## config.mk

```make
export PLATFORM = sky130hd
export DESIGN_NAME = pipe_skid_reg
export DESIGN_NICKNAME = d
export VERILOG_FILES = /design/src/rtl/pipe_pkg.sv /design/src/rtl/pipe_skid_reg.sv
export SDC_FILE = /design/constraint.sdc
export NUM_CORES = 1
export LEC_CHECK = 0
export ABC_CLOCK_PERIOD_IN_PS = 1850
export CORE_AREA = 2 2 246 248
export CTS_BUF_LIST = sky130_fd_sc_hd__clkbuf_4 sky130_fd_sc_hd__clkbuf_8
export CTS_CLUSTER_DIAMETER = 60
export DETAILED_ROUTE_END_ITERATION = 16
export DIE_AREA = 0 0 248 250
export PLACE_DENSITY = 0.53
export RECOVER_POWER = 25
export SYNTH_ARGS = -nofsm -noshare
export SYNTH_HDL_FRONTEND = slang
export SYNTH_SLANG_ARGS = --single-unit
```

## constraint.sdc

```tcl
create_clock -name clk -period 1.85 [get_ports clk]
set_input_delay 0.4625 -clock clk [delete_from_list [all_inputs] [get_ports clk]]
set_output_delay 0.4625 -clock clk [all_outputs]
set_load 0.01 [all_outputs]
```

## src/rtl/pipe_pkg.sv

```systemverilog
// Shared types for the elastic pipeline stage registers: FSM states and the
// EX->MEM control bundle with its bubble-safe value.
package pipe_pkg;

  typedef enum logic [1:0] {
    EMPTY = 2'd0,
    BUSY  = 2'd1,
    FULL  = 2'd2
  } pipe_state_e;

  typedef struct packed {
    logic MemtoReg;
    logic RegWrite;
    logic MemWrite;
    logic MemRead;
    logic MemSize;
    logic Branch;
  } exmem_ctrl_t;

  // Bubbles carry word-size accesses with every side-effecting bit cleared.
  localparam exmem_ctrl_t CTRL_SAFE_DEFAULT = '{
    MemtoReg: 1'b0,
    RegWrite: 1'b0,
    MemWrite: 1'b0,
    MemRead:  1'b0,
    MemSize:  1'b1,
    Branch:   1'b0
  };

endpackage

```

## src/rtl/pipe_skid_reg.sv

```systemverilog
// Elastic pipeline register: main (head) entry plus a one-entry skid buffer,
// valid/ready handshake on both sides with a registered in_ready.
module pipe_skid_reg
  import pipe_pkg::*;
#(
  parameter int                    ADDR_WIDTH = 32,
  parameter int                    CTRL_WIDTH = 6,
  parameter int                    DATA_WIDTH = 128,
  parameter logic [ADDR_WIDTH-1:0] PC_ADDR    = ADDR_WIDTH'(32'h8000_0000),
  parameter logic [CTRL_WIDTH-1:0] CTRL_SAFE  = CTRL_WIDTH'(CTRL_SAFE_DEFAULT)
) (
  input  logic                  clk,
  input  logic                  reset_n,
  input  logic                  flush,
  input  logic                  in_valid,
  output logic                  in_ready,
  input  logic [ADDR_WIDTH-1:0] in_pc,
  input  logic [CTRL_WIDTH-1:0] in_ctrl,
  input  logic [DATA_WIDTH-1:0] in_data,
  output logic                  out_valid,
  input  logic                  out_ready,
  output logic [ADDR_WIDTH-1:0] out_pc,
  output logic [CTRL_WIDTH-1:0] out_ctrl,
  output logic [DATA_WIDTH-1:0] out_data,
  output logic [1:0]            occupancy
);

  typedef struct packed {
    logic [ADDR_WIDTH-1:0] pc;
    logic [CTRL_WIDTH-1:0] ctrl;
    logic [DATA_WIDTH-1:0] data;
  } entry_t;

  pipe_state_e state_q, state_d;
  entry_t      main_q, main_d;
  entry_t      skid_q, skid_d;
  entry_t      in_entry;
  logic        in_ready_q;
  logic        acc, pop;

  always_ff @(posedge clk) begin
    if (!reset_n) begin
      state_q    <= EMPTY;
      in_ready_q <= 1'b1;
      main_q     <= '{pc: PC_ADDR, ctrl: CTRL_SAFE, data: '0};
      skid_q     <= '0;
    end else begin
      state_q    <= state_d;
      in_ready_q <= (state_d != FULL);
      main_q     <= main_d;
      skid_q     <= skid_d;
    end
  end

  always_comb begin
    acc      = in_valid & in_ready_q;
    pop      = (state_q != EMPTY) & out_ready;
    in_entry = '{pc: in_pc, ctrl: in_ctrl, data: in_data};
    state_d  = state_q;
    main_d   = main_q;
    skid_d   = skid_q;
    unique case (state_q)
      EMPTY: begin
        if (acc) begin
          state_d = BUSY;
          main_d  = in_entry;
        end
      end
      BUSY: begin
        if (acc && pop) begin
          main_d = in_entry;
        end else if (acc) begin
          state_d = FULL;
          skid_d  = in_entry;
        end else if (pop) begin
          state_d = EMPTY;
        end
      end
      FULL: begin
        // in_ready is low here, so the only way out is a pop.
        if (pop) begin
          state_d = BUSY;
          main_d  = skid_q;
        end
      end
      default: state_d = EMPTY;
    endcase
    // Flush keeps the redirect PC on the stage while killing both entries.
    if (flush) begin
      state_d = EMPTY;
      main_d  = '{pc: in_pc, ctrl: CTRL_SAFE, data: '0};
    end
  end

  always_comb begin
    in_ready  = in_ready_q;
    out_valid = (state_q != EMPTY);
    out_pc    = main_q.pc;
    out_data  = main_q.data;
    out_ctrl  = out_valid ? main_q.ctrl : CTRL_SAFE;
    unique case (state_q)
      BUSY:    occupancy = 2'd1;
      FULL:    occupancy = 2'd2;
      default: occupancy = 2'd0;
    endcase
  end

endmodule
```

Yosys cells after proc, flatten, opt, wreduce, memory -nomap -nowiden
Cells that the tools add are included.
{"block": "totals", "ff_bits": 335}
{"block": "classes", "n_eq_ne": 9, "muxes": 14, "n_bitwise": 4, "reduce_logical": 9}
{"operator": "$mux 166", "count": 4}
{"operator": "$pmux 166 s3", "count": 1}
{"operator": "$mux 2", "count": 6}
{"operator": "$ne 3x3->1 const B", "count": 3}
{"operator": "$ne 2x2->1 const B", "count": 4}
{"operator": "$reduce_and 4->1", "count": 2}
{"operator": "$mux 6", "count": 1}
{"operator": "$pmux 2 s3", "count": 1}
{"operator": "$pmux 2 s2", "count": 1}
{"operator": "$reduce_bool 4->1", "count": 1}
{"operator": "$reduce_and 3->1", "count": 1}
{"operator": "$reduce_bool 3->1", "count": 1}
{"operator": "$and 1x1->1", "count": 2}
{"operator": "$eq 2x1->1 const B", "count": 1}
{"operator": "$eq 2x2->1 const B", "count": 1}
{"operator": "$logic_not 2->1", "count": 1}
{"operator": "$not 1->1", "count": 2}
{"operator": "$reduce_bool 2->1", "count": 1}
{"operator": "$reduce_or 2->1", "count": 1}
{"operator": "$logic_and 1x1->1", "count": 1}

Longest topological paths before layout
{"block": "depth", "ltp_word": 8, "mapped_depth": 7, "mapped_depth_nobuf": 4}

Worst setup path before layout
OpenSTA, ideal clock, no wires.
{"block": "synth_timing", "path_type": "input port to flip-flop", "start": "input out_ready", "end": "register in_ready_q (netlist: in_ready)", "setup_time_ps": 132, "t_arrival_ps": 1614, "required_ps": 1718, "path_slack_ps": 103, "path_stages": 5, "n_path_buf": 2, "path_cell_list": "and2b_1 > or3b_1 > clkbuf_1 > buf_2 > a221o_1"}
{"block": "synth_between", "elab_chain_cells": 7}
{"item": "start: declaration", "line": "pipe_skid_reg.sv:21", "text": "input logic out_ready,"}
{"item": "$and 1x1->1 *", "line": "pipe_skid_reg.sv:57", "text": "pop = (state_q != EMPTY) & out_ready;"}
{"item": "$mux 2", "line": "pipe_skid_reg.sv:75", "text": "end else if (pop) begin"}
{"item": "$mux 2", "line": "pipe_skid_reg.sv:72", "text": "end else if (acc) begin"}
{"item": "$mux 2", "line": "pipe_skid_reg.sv:70", "text": "if (acc && pop) begin"}
{"item": "$pmux 2 s3 *", "line": "pipe_skid_reg.sv:62", "text": "unique case (state_q)"}
{"item": "$mux 2 *", "line": "pipe_skid_reg.sv:89", "text": "if (flush) begin"}
{"item": "$ne 2x2->1 *", "line": "pipe_skid_reg.sv:49", "text": "in_ready_q <= (state_d != FULL);"}
{"item": "end signal: assignment", "line": "pipe_skid_reg.sv:49"}
{"item": "end: declaration", "line": "pipe_skid_reg.sv:38", "text": "logic in_ready_q;"}
Every way passes the cells marked *; elsewhere a longest branch is shown, timed or not.
A chain may end at the register's enable or synchronous reset.

Worst setup path after layout
{"block": "layout_timing", "start": "register state_q[0]", "end": "output out_ctrl[3]"}
{"block": "layout_between", "elab_chain_cells": 2}
{"item": "start: declaration", "line": "pipe_skid_reg.sv:34", "text": "pipe_state_e state_q, state_d;"}
{"item": "start signal: assignment", "line": "pipe_skid_reg.sv:48", "text": "state_q <= state_d;"}
{"item": "$reduce_bool 2->1", "line": "pipe_skid_reg.sv:97", "text": "out_valid = (state_q != EMPTY);"}
{"item": "$mux 6", "line": "pipe_skid_reg.sv:100", "text": "out_ctrl = out_valid ? main_q.ctrl : CTRL_SAFE;"}
{"item": "end: declaration", "line": "pipe_skid_reg.sv:23", "text": "output logic [CTRL_WIDTH-1:0] out_ctrl,"}
No other way between the ends.

==> impl_metrics.json <==
{
  "final_cell_mix": "dfxtp_1, nand2_1, clkdlybuf4s50_1",
  "switchingPower_mw": 4.87,
  "cts_hold_buf": 0,
  "hold_violations": 0,
  "yosysTopAreaCellShare": 0.455,
  "r2r_slack_ps": -130,
  "grt_use_met1": 0.165,
  "synthCells": 1648,
  "setup_ws_ps": -261,
  "outcome": "finished, violations left",
  "wl_um": 54300,
  "hpwlAfterDp_um": 28400,
  "period_share": 1.14,
  "rows": 90,
  "fin_skew_ps": 35.7,
  "core_area_mm2": 0.0596,
  "endpoint_kind": "output pin",
  "post-route-min-period_ps": 2110,
  "p_comb_frac": 0.155,
  "die_height_um": 250,
  "synthAdderAreaFrac": 0,
  "rsz0062_at_grt": "yes",
  "synthMuxAreaShare": 0.113,
  "slew_viol_final": 0,
  "max_freq_ghz": 0.474,
  "dieArea_mm2": 0.0620,
  "finalSetupViolCount": 39,
  "reg2reg_to": "out_pc[31]$_SDFFE_PN1P_",
  "cts.sinks": 335,
  "required_ps": 1390,
  "clkLatencyLatePin_ps": 640,
  "netlist_area_mm2": 0.0148,
  "cap_violations": 0,
  "synth_top_area_cell": "dfxtp_1",
  "boundaryPins": 341,
  "grt_usage": 0.139,
  "postLayoutCellArea_mm2": 0.0221,
  "r2r_cells": 10,
  "clockBufferDepth": 3,
  "synthXorXnorAreaFrac": 0,
  "gp_congestion": 0.738,
  "cts_made_buffers": 68,
  "clock_power_share": 0.436,
  "violations": "negative setup slack",
  "fin_util": 0.372,
  "cts_tree": "done",
  "drive_above_1_share": 0.226,
  "avgSynthCellArea_um2": 8.95,
  "worst_pin_slew_ps": 371,
  "p_per_area_mw_per_mm2": 844,
  "place_area_mm2": 0.0182,
  "initial_core_util": 0.248,
  "syn-num-nets": 1819,
  "grt_pass1_wl_um": 66800,
  "synth-seq-area-share": 0.455,
  "critical_path.endpoint": "out_ctrl[3]",
  "p_sw_frac": 0.260,
  "synth_compound_area_frac": 0.181,
  "grt_max_degree": 86,
  "critPathKind": "flop to output pin",
  "via_per_inst": 4.50,
  "crit_arrival_ps": 1650,
  "synth-simple-area-share": 0.128,
  "path_clk_slew_ps": 60,
  "internal-power_mw": 13.8,
  "vdd_drop_max_uv": 533,
  "crit_path_start": "state_q[0]$_SDFF_PN0_",
  "grt-ovfl-total": 0,
  "crit_fanout": 5,
  "yosys-top-cells-area": "dfxtp_1, mux2i_1, buf_4, nand2_1, a21boi_0",
  "regToRegStartpoint": "state_q[0]$_SDFF_PN0_",
  "vias": 12500,
  "h-tree-depth": 3,
  "synth_seq_cells": 335,
  "antenna_left": 0,
  "grt_pass1_vias": 11600,
  "grt_util_met2": 0.224,
  "post-route-drc-count": 0,
  "numPortBuffers": 340,
  "hp-class": "primary input to flop",
  "antenna_found_initial": 11,
  "grt_busiest_layer": "met2",
  "drtIter0Drc": 467,
  "route.detailed.wl_per_inst_um": 19.5,
  "final_common_cell": "dfxtp_1",
  "yosysUniqueCellTypes": 33,
  "grtUsageMet3": 0.0493,
  "syn_to_final_growth_pct": 50.1,
  "die_x_um": 248,
  "ys_warn_count": 0,
  "p_total_mw": 18.7,
  "first_pass_iters": 5,
  "cp-start-kind": "flop",
  "synth_top_family_by_area": "compound AO/OA/AOI/OAI gates",
  "slew_headroom": 0.753,
  "power_frac_seq": 0.409,
  "nets": 2120,
  "p_leak_nw": 9.59,
  "cts-root-buf": "clkbuf_8"
}
==> sequential cells by signal, summed over array words and instances, names as in the netlist <==
signal    count
in_ready      1
main_q        6
out_data    128
out_pc       32
skid_q      166
state_q       2
==> what timing repair did <==
item / 4_1_cts / 5_1_grt
pin swaps: 10 / 91
gates resized for setup: 225 / 285
endpoints found under the setup margin: 172 / 302
setup buffers: 5 / 46
gates cloned: 3 / 59
==> cell families (layout without fill, tap and decap cells) <==
family,Yosys count,count (layout)
buf+inv,291,641
compound gates,368,368
flops,335,335
simple gates,488,488
other cells,0,5
mux,166,166
==> worst max-delay path, cell delays in order, from the launching register on <==
cell	delay (ps)
dfxtp_4	340
or2_4	260
buf_6	130
and2_4	150
buf_6	130
==> power groups by stage <==
stage               Clock (mW)  Sequential (mW)  Combinational [mW]
floorplan                    0             7.75                1.20
global placement             0             7.80                2.12
detailed placement           0             7.80                2.14
CTS                       8.43             7.64                2.10
global route              8.73             7.67                3.10
finish                    8.14             7.65                2.90
==> worst min path at each step <==
stage,from,to,slack (ps),cells after the start
finish,reset_n,out_pc[9]$_SDFFE_PN0P_,140,3
global route,reset_n,out_pc[9]$_SDFFE_PN0P_,100,3
CTS,reset_n,out_pc[9]$_SDFFE_PN0P_,80,3
detailed placement,skid_q[163]$_SDFFE_PN0P_,skid_q[163]$_SDFFE_PN0P_,450,2
global placement,skid_q[163]$_SDFFE_PN0P_,skid_q[163]$_SDFFE_PN0P_,440,2
floorplan,skid_q[158]$_SDFFE_PN0P_,skid_q[158]$_SDFFE_PN0P_,430,2
==> Yosys cell counts <==
cell type / count
dfxtp_1: 335
nand2_1: 335
buf_4: 170
mux2i_1: 166
a21boi_0: 159
nor2_1: 135
a211oi_1: 123
buf_2: 67
clkbuf_1: 48
o21ai_0: 33
a21oi_1: 31
a211oi_2: 10
a21boi_1: 7
and2_1: 5
nand2b_1: 3
buf_1: 2
inv_1: 2
nor3b_2: 2
a221o_1: 1
a41oi_1: 1
and2b_1: 1
and3_1: 1
clkbuf_2: 1
inv_2: 1
nand3b_1: 1
nand4b_1: 1
nor2b_1: 1
nor3_1: 1
o211ai_2: 1
o221a_2: 1
o311ai_2: 1
or2_1: 1
or3b_1: 1
==> layer usage <==
layer  vias up  wire, um
met5         -        69
met4        10      1210
met3        86      3710
met2       313     25200
met1      6059     24100
li1       6052         -
==> per-stage QoR <==
step / TNS (ps) / hold WS, ps / cells / worst slack (ps)
floorplan: 0 / 435 / 1648 / 103
global placement: -119660 / 440 / 2548 / -426
detailed placement: -135910 / 446 / 2548 / -494
CTS: -4650 / 81.3 / 2675 / -351
global route: -11020 / 104 / 2784 / -329
finish: -3050 / 144 / 2785 / -261
==> cell type report <==
type	instances	area (um^2)
timing repair buffer	519	6220
clock inverter	13	118
fill	5923	37400
tap	782	978
antenna	5	12.5
clock buffer	106	1310
inverter	3	13.8
sequential	335	6710
multi-input combinational	1022	6780
Note: power is estimated with default switching activity, not from simulation.
